--- src/rtl/led_code_monitor.sv ---
// Colour-code LED monitor: synchronizes and debounces four LED drive lines, decodes a 4-bit code,
// checks that successive codes step by +1, and measures the seconds between code changes.
module led_code_monitor #(
    parameter int CLK_HZ        = 125_000_000,
    parameter int STABLE_CYCLES = 16,
    parameter int STEP_SECONDS  = 60
) (
    input  logic       clk,
    input  logic       rst,
    input  logic       red1,
    input  logic       blue1,
    input  logic       red2,
    input  logic       blue2,
    input  logic       clr_err,
    output logic [3:0] code,
    output logic       code_valid,
    output logic       seq_err,
    output logic [7:0] err_count,
    output logic [7:0] interval_sec,
    output logic       timeout,
    output logic [1:0] state_dbg
);

    localparam int CW = (STABLE_CYCLES > 1) ? $clog2(STABLE_CYCLES) : 1;
    localparam int PW = (CLK_HZ > 1) ? $clog2(CLK_HZ) : 1;
    localparam logic [CW-1:0] STABLE_MAX = CW'(STABLE_CYCLES - 1);
    localparam logic [PW-1:0] PRE_MAX    = PW'(CLK_HZ - 1);
    localparam logic [7:0]    STALL_SEC  = 8'(STEP_SECONDS + 2);

    typedef enum logic [1:0] {
        INIT  = 2'd0,
        TRACK = 2'd1,
        STALL = 2'd2
    } state_t;

    state_t          state_q, state_d;
    logic [3:0]      sync1, sync2;
    logic [3:0]      candidate;
    logic [CW-1:0]   stable_cnt;
    logic [PW-1:0]   prescaler;
    logic [7:0]      sec_cnt, sec_next;
    logic            pre_wrap;
    logic            accept;
    logic            check_seq;
    logic            seq_bad;

    // Each pair (red,blue) decodes to {blue,red}, so the code is a plain concatenation.
    always_ff @(posedge clk or posedge rst) begin
        if (rst) begin
            sync1 <= 4'd0;
            sync2 <= 4'd0;
        end else begin
            sync1 <= {blue1, red1, blue2, red2};
            sync2 <= sync1;
        end
    end

    always_ff @(posedge clk or posedge rst) begin
        if (rst) begin
            candidate  <= 4'd0;
            stable_cnt <= '0;
        end else if (candidate != sync2) begin
            candidate  <= sync2;
            stable_cnt <= '0;
        end else if (stable_cnt != STABLE_MAX) begin
            stable_cnt <= stable_cnt + 1'b1;
        end
    end

    assign accept = (stable_cnt == STABLE_MAX) && (candidate != code);

    // sec_next includes a wrap landing on this edge, so an accept exactly N seconds apart reports N.
    assign pre_wrap = (prescaler == PRE_MAX);
    assign sec_next = (pre_wrap && sec_cnt != 8'hFF) ? sec_cnt + 8'd1 : sec_cnt;

    always_ff @(posedge clk or posedge rst) begin
        if (rst) begin
            prescaler <= '0;
            sec_cnt   <= 8'd0;
        end else if (accept) begin
            prescaler <= '0;
            sec_cnt   <= 8'd0;
        end else begin
            prescaler <= pre_wrap ? '0 : prescaler + 1'b1;
            sec_cnt   <= sec_next;
        end
    end

    always_ff @(posedge clk or posedge rst) begin
        if (rst) state_q <= INIT;
        else     state_q <= state_d;
    end

    always_comb begin
        state_d   = state_q;
        check_seq = 1'b0;
        case (state_q)
            INIT: begin
                if (accept) state_d = TRACK;
            end
            TRACK: begin
                if (accept)                    check_seq = 1'b1;
                else if (sec_cnt >= STALL_SEC) state_d   = STALL;
            end
            STALL: begin
                if (accept) begin
                    check_seq = 1'b1;
                    state_d   = TRACK;
                end
            end
            default: state_d = INIT;
        endcase
    end

    assign seq_bad   = check_seq && (candidate != code + 4'd1);
    assign timeout   = (state_q == STALL);
    assign state_dbg = state_q;

    always_ff @(posedge clk or posedge rst) begin
        if (rst) begin
            code         <= 4'd0;
            code_valid   <= 1'b0;
            interval_sec <= 8'd0;
        end else begin
            code_valid <= accept;
            if (accept) code <= candidate;
            if (accept && state_q != INIT) interval_sec <= sec_next;
        end
    end

    // A new error wins over a coincident clear, leaving a count of one.
    always_ff @(posedge clk or posedge rst) begin
        if (rst) begin
            seq_err   <= 1'b0;
            err_count <= 8'd0;
        end else if (seq_bad) begin
            seq_err   <= 1'b1;
            if (clr_err)                err_count <= 8'd1;
            else if (err_count != 8'hFF) err_count <= err_count + 8'd1;
        end else if (clr_err) begin
            seq_err   <= 1'b0;
            err_count <= 8'd0;
        end
    end

endmodule

--- config.mk ---
export PLATFORM = sky130hd
export DESIGN_NAME = led_code_monitor
export DESIGN_NICKNAME = d
export VERILOG_FILES = /design/src/rtl/led_code_monitor.sv
export SDC_FILE = /design/constraint.sdc
export NUM_CORES = 1
export LEC_CHECK = 0
export ABC_AREA = 1
export BUFFER_PORTS_ARGS = -buffer_cell sky130_fd_sc_hd__buf_2
export CORE_MARGIN = 5
export CORE_UTILIZATION = 40
export DETAILED_ROUTE_END_ITERATION = 7
export GPL_TIMING_DRIVEN = 0
export PLACE_DENSITY = 0.62
export SLEW_MARGIN = 20
export SYNTH_ARGS = -nofsm -noshare
export SYNTH_HDL_FRONTEND = slang
export SYNTH_SLANG_ARGS = --single-unit
--- constraint.sdc ---
create_clock -name clk -period 3.04 [get_ports clk]
set_input_delay 0.152 -clock clk [delete_from_list [all_inputs] [get_ports clk]]
set_output_delay 0.152 -clock clk [all_outputs]
set_load 0.01 [all_outputs]
* Yosys cells after proc, flatten, opt, wreduce, memory -nomap -nowiden *
Index checks and enable logic that the tools add are counted.

storage, ports and cells
  register bits = 75
  latch bits = 0
  bits in writable memories = 0
  bits in read-only memories = 0
  word-level logic and storage cells = 62
  memories kept = 0

cells by class
  add/subtract/negate cells = 5
  multiply operators = 0
  div/mod/pow operators = 0
  order comparisons = 1
  equal/unequal tests = 13
  shift operators = 0
  mux-type cells = 18
  bitwise logic cells = 0
  reductions and logical operators = 13

operator list
  kind                                                               count
  2-to-1 mux 27 bit                                                  2
  2-to-1 mux 8 bit                                                   6
  adder 27 x 1 -> 27 bit, second input constant                      1
  equality test 27 bit, second input constant                        1
  adder 8 x 1 -> 8 bit, second input constant                        2
  != test 8 bit, second input constant                               2
  != test 4 bit                                                      3
  adder 4 x 1 -> 4 bit, second input constant                        2
  greater-or-equal comparator 8 x 6 -> 1 bit, second input constant  1
  2-to-1 mux 4 bit                                                   2
  nonzero test 2 bit                                                 4
  2-to-1 mux 2 bit                                                   3
  equality test 4 bit, second input constant                         1
  logical AND 1 bit                                                  4
  2-to-1 mux 1 bit                                                   4
  != test 2 bit, second input constant                               2
  != test 4 bit, second input constant                               1
  one-hot mux 2 bit (2 select lines)                                 1
  OR reduction 2 bit                                                 2
  AND reduction 3 bit                                                1
  equality test 2 x 1 -> 1 bit, second input constant                1
  equality test 2 bit, second input constant                         1
  zero test 2 bit                                                    1
  != test 2 x 1 -> 1 bit, second input constant                      1
  AND reduction 2 bit                                                1

* Depth between registers and ports, before layout *
  word-level depth = 7
  gate-level depth with buffers = 11

* Least setup slack after synthesis *
Ideal clock, no wire load.

  path type = reg-to-reg
  start = reg prescaler[0]
  end = reg prescaler[26]
  arrival = 1,519 ps
  setup slack = 1,389 ps
  stages on the path, launching flop included = 10
  path buffers = 1
  cell sequence = dfrtp_1 > ha_1 > nand2_1 > nor2_4 > nand3_1 > nor2_4 > nand2_1 > buf_2 > nand3_1 > nor2_1

on the way
  word-level cells in the longest chain between the ends = 3
  elaborated cells between the ends (all ways) = 4

RTL lines
  what                                                                   RTL line  text
  start: declaration                                                     40        logic [PW-1:0] prescaler;
  start signal: assignment                                               84        prescaler <= pre_wrap ? '0 : prescaler + 1'b1;
  adder 27 x 1 -> 27 bit / equality test 27 bit (equally long branches)  84, 73
  2-to-1 mux 27 bit (*)                                                  84
  2-to-1 mux 27 bit (*)                                                  80        end else if (accept) begin

Mark *: on every way between the ends. The rest lies on a longest branch, timed or not.
A chain may end at the register's enable or synchronous reset.

* Worst setup path in the final report *
  start = reg prescaler[0]
  end = reg prescaler[12]

Same word-level chain as after synthesis.

==> impl_results.md <==
- Hold_buf cts: 5
- DRT iter0 DRCs: 271
- WP buf/inv: 1
- Crit Path Class: flip-flop to flip-flop
- TritonRoute pass-1 iters: 5
- Maximum VDD drop: roughly 0.25 mV
- Synth warn: 0
- Synth top area cells: dfrtp_1, nand2_1, nor2_1
- Register-to-Register Path Depth: 9
- Die Y: 112 um
- TNS Setup: 0 ns
- Post-CTS Setup Bufs: 0
- Clock transition at the registers of the reported paths: 0.09 ns
- WHS Endpoint: err_count[0]
- PwrDens: 400 nW/um2
- Resized Gates After CTS: 0
- Synth area leader: dfrtp_1
- Ratio of cells with drive above 1 in the final layout: between 10% and 20%
- Crit Path Max Fanout: 10
- IO Count: 32
- Reg2reg start: prescaler[0]
- Worst setup SP type: flip-flop
- Number of library cell types mapped by synthesis: 27
- Initial antenna violation count: 0
- Clock skew: ~0.013 ns
- Min Tclk post-route: 2.09 ns
- Antenna Nets Post-Route: 0
- Most common cell in the netlist: nand2_1
- Slew headroom: 62.9%
- CTS tree: done
- Via Count: roughly 3600
- Reg2Reg Setup Slack: 0.95 ns
- Critical hold path startpoint: clr_err
- HPWL Detailed: 7.00 mm
- Non-filler cells, final: roughly 750
- Critical path capture point type: flip-flop
- Crit path DAT: 2.30 ns
- Crit path max-delay cell type: dfrtp_1
- CP Cell Sequence: ha_1 -> nand2_1 -> nor2_4 -> nand3_1 -> nor2_4 -> nand2_1 -> buf_2 -> nand3_1 -> nor2_1
- Register area share after synthesis: 45.1%
- Port Buffers: 31
- Path category of the worst min-delay check: input port to flip-flop
- Max clock buf depth: 2
- CTS root buf: clkbuf_8
- Async set or reset register ratio after synthesis: 100%
- GRT Total Usage: 16.1%
- Syn avg cell area: 7.42 um2
- Least-Margin Pin Slew: approximately 0.55 ns
- Gp weighted congestion: 0.949
- Mapped cell area: 4160 um2
- Initial core utilization: 40.7%
- # DRC: 0
- Core region area: 10200 um2
- CTS H-tree depth: 3
- Slew Viols, Final: 0
- WP data required: ~3.3 ns
- WL/cell: 12.6 um
- Clock latency on the worst-skew pair: 0.35 ns
- Die width: 112 um
- Vias/cell: 4.83
- Setup-failing EPs final: 0
- Final Core Density: 46.7%
- RSZ-0062 raised after global routing: no
- # clock sinks: between 70 and 80
- Synth Instances: 561
- Hold depth: 3
- Commonest cells post-synth: nand2_1, dfrtp_1, nor2_1
- FMAX: 478 MHz
- Max Cap Viol: 0
- Post-synth top area share: a little under half
- Diodes inserted: 0
- Placed insts: 729
- CP max stage delay: 0.43 ns
- First-pass GRT wire length: 16.8 mm
- Reg-to-reg critical path endpoint: prescaler[12]
- Cts bufs inserted: 9
- Fin nets: 627
- P_leak: between 2 and 2.5 nW
- Syn Nets: just under 600
- Total wire length: 9.40 mm
- Area added between synthesis and finish: 14.9%
- Yosys reg bits: 75
- Die ar.: 12500 um2
- Grt ovf: 0
- Ys flop type: dfrtp_1
- Number of global-route vias before repair: ~3700
- Delay-heaviest family, CP: simple AND/OR/NAND/NOR gates
- Endpoints failing hold: 0
- # rows: 37
- Final cycle utilization of the critical path: roughly 70%
- Status: completed
- Post-synth EDFFs: 0
- Largest net degree at the start of global routing: 55
## cells by family (layout without fill, tap and decap cells)
kind of cell / Yosys count / after routing / share of synthesized area (%)
compound gates: 26 / 26 / 3.25
xor+xnor: 22 / 22 / 4.63
fa+ha+maj: 11 / 11 / 3.31
buf+inv: 81 / 133 / 7.49
flops: 75 / 75 / 45.1
simple gates: 346 / 346 / 36.2
## power breakdown
group | internal, mW | switching (mW) | total [mW]
logic | 0.0207 | 0.0355 | 0.0562
registers | 1.01 | 0.00652 | 1.01
clock network | 0.461 | 0.383 | 0.844
total | 1.49 | 0.425 | 1.91
## cell type report
cell class                 instances  area (um2)
fill                            1038        5450
multi-input combinational        405        1970
sequential                        75        1880
inverter                          71         269
timing repair buffer              37         233
tap                              136         170
clock buffer                       9         124
clock inverter                     6        90.1
buffer                            10        45.0
## worst register-to-register path, stage by stage, from the launching register on
cell and delay [ns]:
dfrtp_1 0.43, ha_1 0.19, nand2_1 0.11, nor2_4 0.19, nand3_1 0.17, nor2_4 0.32
nand2_1 0.15, buf_2 0.23, nand3_1 0.13, nor2_1 0.05
## routing by layer
metal / track usage (%) / wire, um / share of wire (%) / vias up
met3: 3.48 / 351 / 3.7 / 15
met2: 26.9 / 4430 / 47 / 70
met5: 0 / 0 / 0 / -
met1: 20.7 / 4460 / 47 / 1664
li1: - / - / - / 1867
met4: 5.61 / 159 / 1.7 / 0
## placed cells by master, fill, tap and decap left out, types with 2 or more instances in the layout
master	n
bufinv_16	2
nor2_1	74
nand4_1	21
inv_1	66
o21ai_0	11
nor2_2	2
xor2_1	16
nand3_1	51
nor3_1	14
clkbuf_8	9
dfrtp_1	75
ha_1	11
nor2_4	2
nand2_1	172
clkbuf_1	6
a21oi_1	13
or2_2	4
clkinv_1	2
xnor2_1	6
inv_2	2
buf_2	34
dlygate4sd3_1	5
nand3b_1	2
## state kept, by name (all words and copies together) (netlist names)
| name | count |
|---|---|
| stable_cnt | 4 |
| sync1 | 4 |
| code | 4 |
| seq_err | 1 |
| candidate | 4 |
| interval_sec | 8 |
| code_valid | 1 |
| sec_cnt | 8 |
| err_count | 8 |
| sync2 | 4 |
| prescaler | 27 |
| state_dbg | 2 |
## how the worst max path moves through the flow
stage                  from  slack [ns]  cells past startpoint            end
4_1_cts        prescaler[0]        0.96                      9  prescaler[12]
3_5_place_dp   prescaler[0]        0.98                      9  prescaler[12]
2_1_floorplan           rst        0.98                      1   candidate[0]
3_3_place_gp            rst        0.04                      2  prescaler[17]
5_1_grt        prescaler[0]        0.79                      9  prescaler[12]
6_report       prescaler[0]        0.95                      9  prescaler[12]
## per-stage QoR
step           total power [mW]  setup WS (ns)  hold WS (ns)  cell area, um2
2_1_floorplan              1.06          0.978         0.183            4160
3_5_place_dp               1.09          0.978         0.144            4520
6_report                   1.91          0.946        0.0849            4780
5_1_grt                    1.99          0.792         0.102            4780
3_3_place_gp               1.08         0.0378         0.266            4490
4_1_cts                    1.94          0.961        0.0633            4780
Note: power is estimated with default switching activity, not from simulation.
